==> src/rtl/arb_req_agent.sv <==
// -----------------------------------------------------------------------------
// arb_req_agent
//
// Requester-side agent for one port of a round-robin arbiter. Upstream payloads
// are buffered in a small FIFO. A request is raised toward the arbiter while
// the FIFO holds anything. Each grant pulse pops exactly one payload, which is
// presented on o_data with a one-cycle o_data_vld pulse on the following cycle.
// A wait counter flags starvation, and a sticky flag records grants that
// arrive while the queue is empty.
//
// Parameters
//   DATA_W   width of one payload
//   DEPTH    FIFO entries (power of two, >= 2)
//   TIMEOUT  waiting cycles before o_starve is raised (>= 1)
//
// Ports
//   i_clk       clock, rising edge
//   i_rst_n     asynchronous active-low reset
//   i_wr_vld    upstream payload offered
//   i_wr_data   upstream payload
//   o_wr_rdy    FIFO can accept a payload (level < DEPTH)
//   o_req       request line to the arbiter (level != 0)
//   i_grant     registered one-cycle grant pulse from the arbiter
//   o_data_vld  one-cycle pulse, granted payload on o_data
//   o_data      granted payload, held between pulses
//   o_level     FIFO occupancy
//   o_starve    request pending TIMEOUT cycles without a grant
//   o_spurious  sticky: grant seen while the FIFO was empty
// -----------------------------------------------------------------------------
module arb_req_agent #(
    parameter int DATA_W  = 32,
    parameter int DEPTH   = 4,
    parameter int TIMEOUT = 15
) (
    input  logic                       i_clk,
    input  logic                       i_rst_n,
    input  logic                       i_wr_vld,
    input  logic [DATA_W-1:0]          i_wr_data,
    output logic                       o_wr_rdy,
    output logic                       o_req,
    input  logic                       i_grant,
    output logic                       o_data_vld,
    output logic [DATA_W-1:0]          o_data,
    output logic [$clog2(DEPTH):0]     o_level,
    output logic                       o_starve,
    output logic                       o_spurious
);

    localparam int AW = $clog2(DEPTH);
    localparam int LW = AW + 1;
    localparam int CW = $clog2(TIMEOUT + 1);

    localparam logic [LW-1:0] FULL_LVL = LW'(DEPTH);
    localparam logic [CW-1:0] WAIT_MAX = CW'(TIMEOUT);

    logic [DATA_W-1:0] mem [DEPTH];
    logic [AW-1:0]     wr_ptr;
    logic [AW-1:0]     rd_ptr;
    logic [LW-1:0]     level;
    logic [CW-1:0]     wait_cnt;
    logic              spurious;
    logic              vld_p1;
    logic [DATA_W-1:0] data_p1;

    logic push;
    logic pop;

    assign o_wr_rdy = (level < FULL_LVL);
    assign o_req    = (level != '0);

    // A full FIFO drops offers, so a grant on a full cycle pops only.
    assign push = i_wr_vld && o_wr_rdy;
    assign pop  = i_grant && o_req;

    // Storage carries no reset; pointers and level define what is valid.
    always_ff @(posedge i_clk) begin
        if (push && i_rst_n) begin
            mem[wr_ptr] <= i_wr_data;
        end
    end

    always_ff @(posedge i_clk or negedge i_rst_n) begin
        if (!i_rst_n) begin
            wr_ptr   <= '0;
            rd_ptr   <= '0;
            level    <= '0;
            wait_cnt <= '0;
            spurious <= 1'b0;
        end else begin
            if (push) begin
                wr_ptr <= wr_ptr + AW'(1);
            end
            if (pop) begin
                rd_ptr <= rd_ptr + AW'(1);
            end

            unique case ({push, pop})
                2'b10:   level <= level + LW'(1);
                2'b01:   level <= level - LW'(1);
                default: level <= level;
            endcase

            // A grant with a request present is always a pop, so the counter
            // only advances on cycles where the request waits unserved.
            if (pop || !o_req) begin
                wait_cnt <= '0;
            end else if (wait_cnt != WAIT_MAX) begin
                wait_cnt <= wait_cnt + CW'(1);
            end

            if (i_grant && !o_req) begin
                spurious <= 1'b1;
            end
        end
    end

    // ---- stage p1: granted payload, one cycle after the grant ----
    always_ff @(posedge i_clk or negedge i_rst_n) begin
        if (!i_rst_n) begin
            vld_p1  <= 1'b0;
            data_p1 <= '0;
        end else begin
            vld_p1 <= pop;
            if (pop) begin
                data_p1 <= mem[rd_ptr];
            end
        end
    end

    assign o_data_vld = vld_p1;
    assign o_data     = data_p1;
    assign o_level    = level;
    assign o_starve   = (wait_cnt == WAIT_MAX);
    assign o_spurious = spurious;

endmodule

==> config.mk <==
export PLATFORM = sky130hd
export DESIGN_NAME = arb_req_agent
export DESIGN_NICKNAME = d
export VERILOG_FILES = /design/src/rtl/arb_req_agent.sv
export SDC_FILE = /design/constraint.sdc
export NUM_CORES = 1
export LEC_CHECK = 0
export BUFFER_PORTS_ARGS = -buffer_cell sky130_fd_sc_hd__buf_2
export CAP_MARGIN = 40
export CORE_UTILIZATION = 30
export DETAILED_ROUTE_END_ITERATION = 10
export GPL_TIMING_DRIVEN = 0
export MAX_ROUTING_LAYER = met4
export REMOVE_ABC_BUFFERS = 1
export SKIP_CTS_REPAIR_TIMING = 1
export SLEW_MARGIN = 20
export SYNTH_ARGS = -nofsm -noshare
export SYNTH_HDL_FRONTEND = slang
export SYNTH_SLANG_ARGS = --single-unit
==> constraint.sdc <==
create_clock -name i_clk -period 6.7 [get_ports i_clk]
set_clock_uncertainty 0.15 [all_clocks]
set_input_delay 1.005 -clock i_clk [delete_from_list [all_inputs] [get_ports i_clk]]
set_output_delay 1.005 -clock i_clk [all_outputs]
set_load 0.01 [all_outputs]
==> metrics.txt <==
Pins Over Slew Limit 0; Detailed Route Iter0 Violations roughly 130; initial antenna violation count 1; Die Y about 150 um; Routed WL per cell approximately 18 um; Period Utilization, post-route about 39%; total gr overflow 0; post-synth top area share 58.0%; Mapped Cells 298; Slowest cell on crit path dfrtp_1; Clock Latency Late Sink roughly 0.42 ns; sequential-to-total area share from yosys stat between 70% and 80%; Root Driver clkbuf_16; Ports 76; crit path DAT 1.46 ns; worst hold path type flop to flop; Tot GR Track Use between 10 and 15%; Seq pwr share a little under half; RSZ-0062 raised after global routing false; slowest stage delay, CP 0.41 ns; most frequent cells in the layout edfxtp_1, buf_2, dfrtp_1; Yosys top cell by area edfxtp_1; synthesized area per cell roughly 22 um^2; top_reg_cell synth edfxtp_1; Logic pwr share between 20 and 30%; TritonCTS clock tree built; Max Fanout on Critical Path 4; H-tree Lvls 4; share of cells above drive strength 1 45.4%; GP Congestion about 0.63; nets@finish 429; Final WS setup 4.09 ns; Longest Clk Path Bufs 2; clk sink count between 150 and 200; die area between 20,000 and 25,000 um^2; Max Cap Viol 0; Buf+Inv Stages, Crit Path 1; post-DP HPWL roughly 7800 um; most common cell after layout, fill and taps aside edfxtp_1; Placed Cells incl. Taps roughly 650; number of flops mapped to enable cells by yosys approximately 130; Async SR Flop Fraction a little over a quarter; Setup WS pre-CTS 3.53 ns; vias per cell roughly 4.4; Cell Count, Final, Fillers Out 680; Initial Util 30.5%; Num CTS Buffers 17; core footprint about 22,000 um^2; Pwr Total roughly 3.3 mW; worst endpoint required time roughly 5.5 ns; TNS Setup 0 ns; P_sw 941 uW; # setup viols final 0; Max-slew headroom 53.9%; Yosys reg bits around 170; drt drc 0; I/O Buffers 75; final hold vios 0; Max Clk Rate approximately 380 MHz; fill cell total of the finished layout between 2,000 and 2,500; Clock Power Share 27.4%; Sw Ratio between 20% and 30%; post-route ant nets 0; critical path type flop to output pin; largest net degree at the start of global routing 50; crit end category output pin; synth top area cells edfxtp_1, dfrtp_1, mux4_2; Lkg Pwr around 3 nW; Die X ~150 um; PwrDens 414 nW/um^2; CP top delay family flip-flops; clk slew on worst S/H paths roughly 0.07 ns; Setup crit start kind flop; Netlist cell types 30; crit path time final around 2.6 ns; vias in the first global route 3,267; Synth Cell Area 6630 um^2; # rows between 50 and 60; global-route wire length before repair roughly 19,000 um; DR vias ~3,000; peak supply drop around 0.00015 V; drt pass-1 iters 3; status complete, no violations; Yosys Warn Count 0; Layout area overhead 20.2%; crit-path cells ha_1 -> and3_1 -> buf_2; total wire length around 12,000 um; Util after Layout 36.6%; internal power 2.36 mW; Worst-Margin Slew just under 0.7 ns
[layout make-up]
class                      count  area, um^2  area share (%)
clock buffer                  18         429            5.39
tap                          280         350            4.40
clock inverter                14         109            1.37
timing repair buffer          83         561            7.03
sequential                   173        4970            62.4
antenna                        1        2.50          0.0314
inverter                       7        26.3           0.330
multi-input combinational    104        1520            19.0
[synthesized netlist by cell type (all sizes together), types with 2 or more instances]
cell type,number
nand2,3
buf,11
xor2,3
nor3,2
mux2,32
mux2i,2
xnor2,4
dfrtp,45
mux4,32
inv,7
ha,6
edfxtp,128
nor2,5
and3,5
clkbuf,3
[metrics by stage]
stage	instance area (um^2)	hold slack, ns
CTS	7970	0.341
floorplan	6510	0.353
detailed placement	7430	0.325
global route	7970	0.356
global placement	7230	0.294
finish	7970	0.339
[flip-flops by register name, indices dropped and copies added (netlist names)]
register	count
mem	128
o_data	32
o_data_vld	1
o_level	3
o_spurious	1
rd_ptr	2
wait_cnt	4
wr_ptr	2
[kinds of logic after synthesis]
kind of cell / count (synthesis) / synth area share (%)
adder cells (fa/ha/maj): 7 / 1.43
AND/OR/NAND/NOR: 20 / 1.55
XOR/XNOR: 7 / 0.925
AO/OA/AOI/OAI: 4 / 0.453
buffers and inverters: 21 / 2.25
multiplexers: 66 / 18.4
flip-flops: 173 / 75.0
[worst paths after layout]
path | cells past startpoint | start | slack [ns] | end
min reg2reg | 1 | o_spurious$_DFFE_PN0P_ | 0.34 | o_spurious$_DFFE_PN0P_
max in group asynchronous | 1 | i_rst_n | 5.40 | rd_ptr[0]$_DFFE_PN0N_
min in group asynchronous | 1 | i_rst_n | 0.49 | o_data[31]$_DFFE_PN0N_
max | 3 | wait_cnt[0]$_DFFE_PN0P_ | 4.09 | o_starve
max reg2reg | 7 | o_level[0]$_DFFE_PN0P_ | 4.41 | o_level[2]$_DFFE_PN0P_
min | 1 | o_spurious$_DFFE_PN0P_ | 0.34 | o_spurious$_DFFE_PN0P_
[metal layers]
| metal | part of all wire (%) | GRT usage (%) | up-vias |
|---|---|---|---|
| met3 | 3.8 | 3.21 | 14 |
| met2 | 50 | 18.9 | 61 |
| li1 | - | - | 1360 |
| met5 | 0 | - | - |
| met1 | 45 | 14.9 | 1572 |
| met4 | 1.4 | 4.50 | 0 |
[power by group through the flow]
| stage | registers [mW] | clock network, mW | logic [mW] |
|---|---|---|---|
| 2_1_floorplan | 1.57 | 0 | 0.519 |
| 3_3_place_gp | 1.58 | 0 | 0.803 |
| 3_5_place_dp | 1.52 | 0 | 0.928 |
| 4_1_cts | 1.50 | 0.933 | 0.931 |
| 5_1_grt | 1.52 | 0.977 | 0.987 |
| 6_report | 1.49 | 0.902 | 0.907 |
Power figures use the tool's default switching activity.
